$ cat config.mk
export PLATFORM = sky130hd
export DESIGN_NAME = team_06_volume_ramper
export DESIGN_NICKNAME = d
export VERILOG_FILES = /design/src/rtl/team_06_pkg.sv /design/src/rtl/team_06_sat_shifter.sv /design/src/rtl/team_06_volume_ramper.sv
export SDC_FILE = /design/constraint.sdc
export NUM_CORES = 1
export LEC_CHECK = 0
export ABC_CLOCK_PERIOD_IN_PS = 4210
export CORE_MARGIN = 10
export CORE_UTILIZATION = 45
export CTS_BUF_LIST = sky130_fd_sc_hd__clkbuf_2
export CTS_CLUSTER_DIAMETER = 80
export DETAILED_ROUTE_END_ITERATION = 10
export GPL_ROUTABILITY_DRIVEN = 0
export MAX_ROUTING_LAYER = met4
export PLACE_DENSITY = 0.72
export SYNTH_ARGS = -nofsm -noshare
export SYNTH_HDL_FRONTEND = slang
export SYNTH_HIERARCHICAL = 1
export SYNTH_SLANG_ARGS = --single-unit
$ cat constraint.sdc
create_clock -name clk -period 4.21 [get_ports clk]
set_input_delay 0.842 -clock clk [delete_from_list [all_inputs] [get_ports clk]]
set_output_delay 0.842 -clock clk [all_outputs]
set_load 0.03 [all_outputs]
$ cat src/rtl/team_06_pkg.sv
// team_06_pkg
// Shared helpers for the team_06 volume ramper:
//   - SAT_MAX_W : widest sample path the saturating shift helper supports
//   - cnt_width : width of the ramp sample counter (never below 1 bit)
//   - sat_shl   : unsigned left shift saturated to an out_w-bit result
package team_06_pkg;

  localparam int unsigned SAT_MAX_W = 64;

  // clog2 of the ramp length, floored at one bit so a length of 1 still has a counter.
  function automatic int unsigned cnt_width(input int unsigned n);
    int unsigned w;
    if (n <= 32'd1) begin
      w = 32'd1;
    end else begin
      w = $clog2(n);
    end
    return w;
  endfunction

  // Returns (i_val << sh) limited to out_w bits, or all ones in the low out_w bits
  // when any set bit would land at or above out_w. The overflow test looks at the
  // bits that would be pushed past the top, which gives the same answer as doing
  // the shift at full width without ever building the wide intermediate.
  function automatic logic [SAT_MAX_W-1:0] sat_shl(
    input logic [SAT_MAX_W-1:0] i_val,
    input int unsigned          sh,
    input int unsigned          out_w
  );
    logic [SAT_MAX_W-1:0] mask;
    logic [SAT_MAX_W-1:0] res;
    if (out_w >= SAT_MAX_W) begin
      mask = '1;
    end else begin
      mask = (64'd1 << out_w) - 64'd1;
    end
    if (i_val == '0) begin
      res = '0;
    end else if (sh >= out_w) begin
      res = mask;
    end else if ((i_val >> (out_w - sh)) != '0) begin
      res = mask;
    end else begin
      res = (i_val << sh) & mask;
    end
    return res;
  endfunction

endpackage

$ cat src/rtl/team_06_sat_shifter.sv
// team_06_sat_shifter
// Combinational power-of-two gain stage: o_result = i_sample << i_shift,
// clamped to all ones when the shifted value does not fit in OUT_W bits.
// Ports:
//   i_sample [IN_W]  unsigned input sample
//   i_shift  [VOL_W] shift amount (gain code)
//   o_result [OUT_W] scaled, saturated sample
module team_06_sat_shifter
  import team_06_pkg::*;
#(
  parameter int unsigned IN_W  = 8,
  parameter int unsigned OUT_W = 16,
  parameter int unsigned VOL_W = 4
) (
  input  logic [IN_W-1:0]  i_sample,
  input  logic [VOL_W-1:0] i_shift,
  output logic [OUT_W-1:0] o_result
);

  // Scale and saturate through the shared package helper.
  always_comb begin
    o_result = OUT_W'(sat_shl(SAT_MAX_W'(i_sample), 32'(i_shift), OUT_W));
  end

endmodule

$ cat src/rtl/team_06_volume_ramper.sv
// team_06_volume_ramper
// Scales an unsigned sample stream by 2^cur_volume with saturation. The applied
// gain walks one step toward the target every RAMP_SAMPLES accepted samples so
// gain changes never jump (no zipper noise or pops). Single-entry output
// register with valid/ready on both sides.
// Ports:
//   clk, rst          clock, asynchronous active-high reset
//   i_audio_in        input sample        i_in_valid / o_in_ready  input handshake
//   i_volume          target shift        i_enable_volume          0 forces target 0
//   o_audio_out       scaled sample       o_out_valid / i_out_ready output handshake
//   o_cur_volume      gain in effect      o_ramping                gain != target
module team_06_volume_ramper
  import team_06_pkg::*;
#(
  parameter int unsigned IN_W         = 8,
  parameter int unsigned OUT_W        = 16,
  parameter int unsigned VOL_W        = 4,
  parameter int unsigned RAMP_SAMPLES = 64
) (
  input  logic             clk,
  input  logic             rst,
  input  logic [IN_W-1:0]  i_audio_in,
  input  logic             i_in_valid,
  output logic             o_in_ready,
  input  logic [VOL_W-1:0] i_volume,
  input  logic             i_enable_volume,
  output logic [OUT_W-1:0] o_audio_out,
  output logic             o_out_valid,
  input  logic             i_out_ready,
  output logic [VOL_W-1:0] o_cur_volume,
  output logic             o_ramping
);

  localparam int unsigned      CNT_W    = cnt_width(RAMP_SAMPLES);
  localparam logic [CNT_W-1:0] CNT_LAST = CNT_W'(RAMP_SAMPLES - 32'd1);

  logic [OUT_W-1:0] r_audio_out;
  logic             r_out_valid;
  logic [VOL_W-1:0] r_cur_volume;
  logic [CNT_W-1:0] r_cnt;

  logic             w_accept;
  logic [VOL_W-1:0] w_tgt;
  logic             w_at_tgt;
  logic [OUT_W-1:0] w_scaled;
  logic [VOL_W-1:0] w_cur_next;
  logic [CNT_W-1:0] w_cnt_next;

  // The shift uses the gain in effect before this cycle's ramp update.
  team_06_sat_shifter #(
    .IN_W  (IN_W),
    .OUT_W (OUT_W),
    .VOL_W (VOL_W)
  ) u_sat_shifter (
    .i_sample (i_audio_in),
    .i_shift  (r_cur_volume),
    .o_result (w_scaled)
  );

  // Handshake, effective target and ramp status.
  always_comb begin
    o_in_ready = !r_out_valid || i_out_ready;
    w_accept   = i_in_valid && o_in_ready;
    if (i_enable_volume) begin
      w_tgt = i_volume;
    end else begin
      w_tgt = '0;
    end
    w_at_tgt  = (r_cur_volume == w_tgt);
    o_ramping = !w_at_tgt;
  end

  // Ramp step: the counter runs on accepted samples only while off target and
  // is not cleared on a target change, so a reversal keeps its place in the count.
  always_comb begin
    w_cur_next = r_cur_volume;
    w_cnt_next = r_cnt;
    if (w_at_tgt) begin
      w_cnt_next = '0;
    end else if (w_accept) begin
      if (r_cnt == CNT_LAST) begin
        w_cnt_next = '0;
        if (w_tgt > r_cur_volume) begin
          w_cur_next = r_cur_volume + VOL_W'(1);
        end else begin
          w_cur_next = r_cur_volume - VOL_W'(1);
        end
      end else begin
        w_cnt_next = r_cnt + CNT_W'(1);
      end
    end else begin
      w_cnt_next = r_cnt;
    end
  end

  // Output register: load on accept, drop valid once drained with nothing new.
  always_ff @(posedge clk or posedge rst) begin
    if (rst) begin
      r_audio_out <= '0;
      r_out_valid <= 1'b0;
    end else if (w_accept) begin
      r_audio_out <= w_scaled;
      r_out_valid <= 1'b1;
    end else if (i_out_ready) begin
      r_out_valid <= 1'b0;
    end
  end

  // Gain and ramp counter state.
  always_ff @(posedge clk or posedge rst) begin
    if (rst) begin
      r_cur_volume <= '0;
      r_cnt        <= '0;
    end else begin
      r_cur_volume <= w_cur_next;
      r_cnt        <= w_cnt_next;
    end
  end

  assign o_audio_out  = r_audio_out;
  assign o_out_valid  = r_out_valid;
  assign o_cur_volume = r_cur_volume;

endmodule

==> impl_metrics.env, run 1 <==
export IMPL_status="finished clean"
export IMPL_worst_pin_slew_ns=1.029
export IMPL_clock_tree_buffer_depth=2
export IMPL_place_inst=311
export IMPL_cts_tree="built"
export IMPL_hold_path_class="register to register"
export IMPL_track_usage_pct=12.54
export IMPL_cts_setup_buffers=0
export IMPL_grt_pass1_vias=1679
export IMPL_cap_violations=0
export IMPL_drt_pass1_iter_count=4
export IMPL_vdd_drop_max_v=0.0002346
export IMPL_muxShareOfSynthArea_pct=7.578
export IMPL_wirelength_microns=4376
export IMPL_worst_path_buf_inv=3
export IMPL_grt_pass1_wl_microns=7638
export IMPL_ff_latch_area_sq_um=675.6
export IMPL_cts_root_buf="clkbuf_2"
export IMPL_yosys_area_share_simple_pct=24.74
export IMPL_io_pins=40
export IMPL_antenna_found_initial=0
export IMPL_dieHeight_microns=85.52
export IMPL_netlist_cell_type_count=47
export IMPL_coreArea_sq_um=4086
export IMPL_pwr_share_comb_pct=27.0
export IMPL_setup_tns_ns=0
export IMPL_slew_headroom_pct=31.31
export IMPL_startpoint_type="input port"
export IMPL_period_minus_slack_ns=3.661
export IMPL_synth_avg_cell_area_sq_um=8.327
export IMPL_synth_nets=258
export IMPL_synth_seq_cells=27
export IMPL_cp_cell_sequence="clkdlybuf4s50_1 -> and2_1 -> ha_1 -> and4_1 -> inv_1 -> clkdlybuf4s50_1"
export IMPL_drive_above_1_share_pct=9.434
export IMPL_p_leak_nw=1.130
export IMPL_synth_xor_area_share_pct=3.109
export IMPL_fmax_mhz=273.1
export IMPL_clock_power_share_pct=17.8
export IMPL_numCtsBuffers=3
export IMPL_grt_max_degree=28
export IMPL_drtIter0Drc=80
export IMPL_p_per_area_nw_per_um2=242.0
export IMPL_path_max_fanout=7
export IMPL_instances_no_fill=315
export IMPL_required_ns=3.37
export IMPL_fin_nets=292
export IMPL_synth_edf_count=0
export IMPL_post_drt_wl_per_cell_microns=13.89
export IMPL_h_tree_depth=1
export IMPL_die_area_sq_um=7314
export IMPL_cts_resized=0
export IMPL_clk_pin_slew_worst_paths_ns=0.25
export IMPL_yosysWarningCount=6
export IMPL_rows=23
export IMPL_synth_compound_area_share_pct=16.52
export IMPL_synth_top_family_by_area="simple AND/OR/NAND/NOR gates"
export IMPL_finClkSkew_ns=0.003536
export IMPL_final_fill_count=386
export IMPL_synth_yosys_seq_area_share_pct=34.97
export IMPL_synthCells=232
export IMPL_place_hpwl_microns=3385
export IMPL_multiInputGateArea_sq_um=1124
export IMPL_holdPathStages=2
export IMPL_swShare_pct=32.77
export IMPL_cts_sinks=27
export IMPL_synth_area_leader_cell="dfrtp_1"
export IMPL_power_switching_mw=0.1855
export IMPL_hold_viol_final=0
export IMPL_syn_cell_area_sq_um=1932
export IMPL_worstPathArrival_ns=2.82
export IMPL_finalCritPeriodShare_pct=86.96
export IMPL_crit_family="buffers and inverters"
export IMPL_final_setup_viol_count=0
export IMPL_area_delta_synth_final_pct=21.05
export IMPL_max_stage_delay_ns=0.61
export IMPL_worstSetupEndpointType="primary output"
export IMPL_die_x_microns=85.52
export IMPL_internal_power_mw=0.3805
export IMPL_cp_depth=6
export IMPL_reg2reg_depth=11
export IMPL_critical_path_class="input port to primary output"
export IMPL_cts_hold_buf=0
export IMPL_report_final_slew_viol_count=0
export IMPL_initial_core_util_pct=47.27
export IMPL_overflow=0
export IMPL_io_buffers=39
export IMPL_dominantRegCellSynth="dfrtp_1"
export IMPL_drcViolationCount=0
export IMPL_clk_latency_ns=0.35
export IMPL_async_reset_ff_share_pct=100.0
export IMPL_ys_top_cells_by_area="dfrtp_1 (35%), nand2_1 (14%), ha_1 (5.2%), a21oi_1 (4.1%), mux2i_1 (3.1%)"
export IMPL_diodes=0
export IMPL_vias_per_cell=5.317
export IMPL_crit_top_cell="clkdlybuf4s50_1"
export IMPL_cpMaxStageDelayCell="clkdlybuf4s50_1"
export IMPL_synthAdderAreaFrac_pct=6.218
export IMPL_dr_total_vias=1675
export IMPL_synth_top_cell_area_share_pct=34.97
export IMPL_drtAntennaViolNets=0
export IMPL_seqPwrFrac_pct=55.2
export IMPL_rsz0062_at_grt="no"
-- synth_stat cells (2+ instances only) --
master    number
clkbuf_1       2
buf_6          4
a21oi_1       16
nand2b_1       2
o21ai_0        4
o221ai_1       6
inv_1          8
o21ai_1        2
and2_1         4
ha_1           8
buf_2          5
mux2i_1        6
mux2_1         3
and3_1         3
nand3_1        6
nand2_1       72
a21o_1         2
mux2_4         2
xor2_1         4
a31oi_1        3
nor2_1        11
o21ai_2        5
dfrtp_1       27
inv_2          2
nor3_1         3
-- power by group through the flow --
stage / clock (mW) / sequential (mW) / combinational (mW)
after floorplan: 0 / 0.334 / 0.0763
after global placement: 0 / 0.316 / 0.154
after detailed placement: 0 / 0.318 / 0.155
after CTS: 0.108 / 0.312 / 0.155
after global routing: 0.119 / 0.316 / 0.172
final: 0.101 / 0.312 / 0.153
-- metal layers --
layer / routed length (microns) / global-route usage (%)
met1: 1929 / 14.50
met2: 2187 / 20.78
met3: 259 / 3.974
met4: 0 / 2.695
met5: 0 / -
-- tightest hold or removal path, stage by stage (launching register included) --
cell     delay, ns
dfrtp_1       0.40
nand2_1       0.05
nand2_1       0.05
-- cell families after synthesis --
| logic type | after synthesis |
|---|---|
| multiplexers | 12 |
| flip-flops | 27 |
| buffers and inverters | 24 |
| AO/OA/AOI/OAI | 46 |
| AND/OR/NAND/NOR | 108 |
| adder cells (fa/ha/maj) | 9 |
| XOR/XNOR | 6 |
-- cell usage in the layout (no fill, tap or decap), types with 2 or more instances in the layout --
cell type / instances
o21ai_0: 4
nand3_1: 6
and3_1: 3
and2_1: 4
nand2b_1: 2
inv_2: 2
inv_1: 8
mux2_4: 2
nor2_1: 11
a31oi_1: 3
a21o_1: 2
clkbuf_2: 4
o21ai_2: 5
mux2_1: 3
o221ai_1: 6
o21ai_1: 2
dfrtp_1: 27
mux2i_1: 6
nand2_1: 72
buf_4: 3
clkdlybuf4s50_1: 39
xor2_1: 4
a21oi_1: 16
nor3_1: 3
ha_1: 8
-- final timing paths --
kind	from	end	slack, ns
hold / removal	o_audio_out[1]$_DFFE_PP0P_	o_audio_out[1]$_DFFE_PP0P_	0.51
setup / recovery	i_enable_volume	o_ramping	0.55
setup reg to reg	o_cur_volume[2]$_DFFE_PP0P_	o_cur_volume[3]$_DFFE_PP0P_	1.51
hold reg to reg	o_audio_out[1]$_DFFE_PP0P_	o_audio_out[1]$_DFFE_PP0P_	0.51
min in group asynchronous	rst	o_audio_out[11]$_DFFE_PP0P_	0.99
max in group asynchronous	rst	o_cur_volume[0]$_DFFE_PP0P_	2.61
-- final cells by class --
cell class	instances	share of cell area, %
multi-input combinational	181	48.05
timing repair buffer	42	17.66
sequential	27	28.89
inverter	11	1.873
tap	50	2.675
clock buffer	4	0.8561
-- flip-flops by register name (all words and copies together), names as in the netlist --
name and flops:
o_audio_out 16, r_cnt 6, o_out_valid 1, o_cur_volume 4
-- stage by stage --
step                instance area, sq um  util (%)  hold WS, ns  worst slack [ns]  total power [mW]
finish                              2338     57.23       0.5076            0.5489            0.5659
global route                        2338     57.23       0.5381            0.4464            0.6071
CTS                                 2338     57.23       0.5170            0.5279            0.5761
detailed placement                  2318     56.74       0.4634            0.5318            0.4721
global placement                    2318     56.74       0.4576            0.5915            0.4699
floorplan                           1932         -       0.4978             1.241            0.4101
Power figures use the tool's default switching activity.
==> run 2, diff against run 1 <==
- ABC_AREA: not set -> 0
- SYNTH_HIERARCHICAL: 1 -> not set
==> run 2 against run 1 <==
Effect of this change:
- clock-buffer cell count down 1
- critical path depth down 1
- total power up 12%
- core utilization up 0.56 points
- cell count down 8.3%
- non-clock buffer count up 1
- register-to-register slack worse by 0.48 ns
- area after synthesis down 0.45%
- sequential cell count unchanged
- sequential power up 6%
- highest routed layer is now met4
==> impl_metrics.env, run 2 <==
export IMPL_status="finished clean"
export IMPL_finalCritPeriodShare_pct=89.19
export IMPL_h_tree_depth=1
export IMPL_wirelength_microns=4807
export IMPL_rows=23
export IMPL_dr_total_vias=1735
export IMPL_synth_area_leader_cell="dfrtp_1"
export IMPL_final_cell_mix="clkdlybuf4s50_1 (39), dfrtp_1 (27), a21oi_1 (15), nand2_1 (14), nor2_1 (14)"
export IMPL_synth_yosys_seq_area_share_pct=35.13
export IMPL_drive_above_1_share_pct=10.46
export IMPL_post_drt_wl_per_cell_microns=16.63
export IMPL_fmax_mhz=266.3
export IMPL_drcViolationCount=0
export IMPL_syn_cell_area_sq_um=1923
export IMPL_p_leak_nw=0.9490
export IMPL_drtIter0Drc=154
export IMPL_final_fill_count=377
export IMPL_area_delta_synth_final_pct=21.93
export IMPL_worst_pin_slew_ns=1.030
export IMPL_grt_pass1_vias=1615
export IMPL_grt_pass1_wl_microns=8128
export IMPL_synthCells=204
export IMPL_vdd_drop_max_v=0.0001117
export IMPL_io_pins=40
export IMPL_initial_core_util_pct=47.39
export IMPL_largest_reg_flops=16
export IMPL_place_area_sq_um=2325
export IMPL_post_route_util_pct=57.79
export IMPL_numCtsBuffers=3
export IMPL_path_max_fanout=15
export IMPL_hold_viol_final=0
export IMPL_fin_nets=266
export IMPL_dieHeight_microns=85.37
export IMPL_cts_sinks=27
export IMPL_diodes=0
export IMPL_worstSetupEndpointType="primary output"
export IMPL_place_hpwl_microns=3582
export IMPL_synth_nets=230
export IMPL_clock_tree_buffer_depth=2
export IMPL_async_reset_ff_share_pct=100.0
export IMPL_cts_root_buf="clkbuf_2"
export IMPL_drt_pass1_iter_count=4
export IMPL_synth_top_cell_area_share_pct=35.13
export IMPL_antenna_found_initial=0
export IMPL_fin_hold_ws_ns=0.5405
export IMPL_drtAntennaViolNets=0
export IMPL_die_area_sq_um=7288
export IMPL_netlist_cell_type_count=53
export IMPL_p_per_area_nw_per_um2=269.3
export IMPL_hold_path_class="register to register"
export IMPL_cts_hold_buf=0
export IMPL_synth_edf_count=0
export IMPL_track_usage_pct=13.41
export IMPL_synth_avg_cell_area_sq_um=9.427
export IMPL_finalInstanceArea_sq_um=2345
export IMPL_synthMostInstantiatedCell="dfrtp_1"
export IMPL_slew_headroom_pct=31.24
export IMPL_worstPathArrival_ns=2.91
export IMPL_finClkSkew_ns=0.005483
export IMPL_vias_per_cell=6.003
export IMPL_cap_violations=0
export IMPL_setup_tns_ns=0
export IMPL_critical_path_class="register to primary output"
export IMPL_ys_top_cells_by_area="dfrtp_1 (35%), a221o_1 (5.2%), ha_1 (5.2%), a21oi_1 (3.9%), mux2i_1 (3.6%)"
export IMPL_cts_setup_buffers=0
export IMPL_report_final_slew_viol_count=0
export IMPL_die_x_microns=85.37
export IMPL_rsz0062_at_grt="no"
export IMPL_final_setup_viol_count=0
export IMPL_synth_common_cells="dfrtp_1 (27), a21oi_1 (15), nand2_1 (14), nor2_1 (14)"
export IMPL_synth_seq_cells=27
export IMPL_period_minus_slack_ns=3.755
export IMPL_required_ns=3.37
export IMPL_clk_pin_slew_worst_paths_ns=0.24
export IMPL_overflow=0
export IMPL_cts_tree="built"
export IMPL_io_buffers=39
export IMPL_cts_resized=0
export IMPL_yosysWarningCount=0
export IMPL_startpoint_type="register"
export IMPL_coreArea_sq_um=4058
export IMPL_clk_latency_ns=0.35
export IMPL_dominantRegCellSynth="dfrtp_1"
export IMPL_final_common_cell="clkdlybuf4s50_1"
export IMPL_grt_max_degree=28
## run 2: cell families (layout without fill, tap and decap cells)
| group | after synthesis | count (layout) | share of synthesized area (%) |
|---|---|---|---|
| compound gates | 67 | 67 | 25.31 |
| simple gates | 63 | 63 | 17.37 |
| xor+xnor | 4 | 4 | 1.822 |
| fa+ha+maj | 9 | 9 | 6.246 |
| buf+inv | 20 | 55 | 5.790 |
| flops | 27 | 27 | 35.13 |
| mux | 14 | 14 | 8.328 |
## run 2: worst max-delay path, cell delays in order, from the launching register on
cell	delay (ns)
dfrtp_1	0.72
inv_1	0.35
ha_1	0.39
and4_1	0.29
inv_1	0.13
clkdlybuf4s50_1	0.68
## run 2: worst paths after layout
check                                       startpoint                          end  slack [ns]  cells after the start
hold reg to reg             o_audio_out[3]$_DFFE_PP0P_   o_audio_out[3]$_DFFE_PP0P_        0.54                      2
max in group asynchronous                          rst  o_cur_volume[1]$_DFFE_PP0P_        2.61                      2
min in group asynchronous                          rst   o_audio_out[9]$_DFFE_PP0P_        1.00                      2
setup / recovery           o_cur_volume[2]$_DFFE_PP0P_                    o_ramping        0.46                      5
hold / removal              o_audio_out[3]$_DFFE_PP0P_   o_audio_out[3]$_DFFE_PP0P_        0.54                      2
setup reg to reg           o_cur_volume[2]$_DFFE_PP0P_  o_cur_volume[3]$_DFFE_PP0P_        1.03                      9
## run 2: stage by stage
step | std cells | worst slack, ns | total power [mW]
2_1_floorplan | 204 | 1.288 | 0.4568
3_3_place_gp | 285 | 0.5780 | 0.5378
3_5_place_dp | 285 | 0.5361 | 0.5394
4_1_cts | 289 | 0.4732 | 0.6376
5_1_grt | 289 | 0.2928 | 0.6748
6_report | 289 | 0.4552 | 0.6315
## run 2: final cells by class
type / instances / area (sq um) / area share (%)
clock buffer: 3 / 15.01 / 0.6403
clock inverter: 1 / 5.005 / 0.2134
tap: 50 / 62.56 / 2.668
multi-input combinational: 157 / 1136 / 48.45
timing repair buffer: 43 / 420.4 / 17.93
inverter: 8 / 30.03 / 1.281
sequential: 27 / 675.6 / 28.82
## run 2: where the power goes
part	leakage [nW]	switching (mW)	internal [mW]	total, mW
Combinational	0.632	0.108	0.0948	0.203
Clock	0.0164	0.0761	0.0216	0.0976
Sequential	0.301	0.0316	0.299	0.331
Total	0.949	0.216	0.416	0.631
## run 2: routing by layer
layer	wire length, microns	track usage [%]
met5	0	-
met4	43	3.144
met1	2355	19.29
met2	2081	18.94
met3	327	2.103
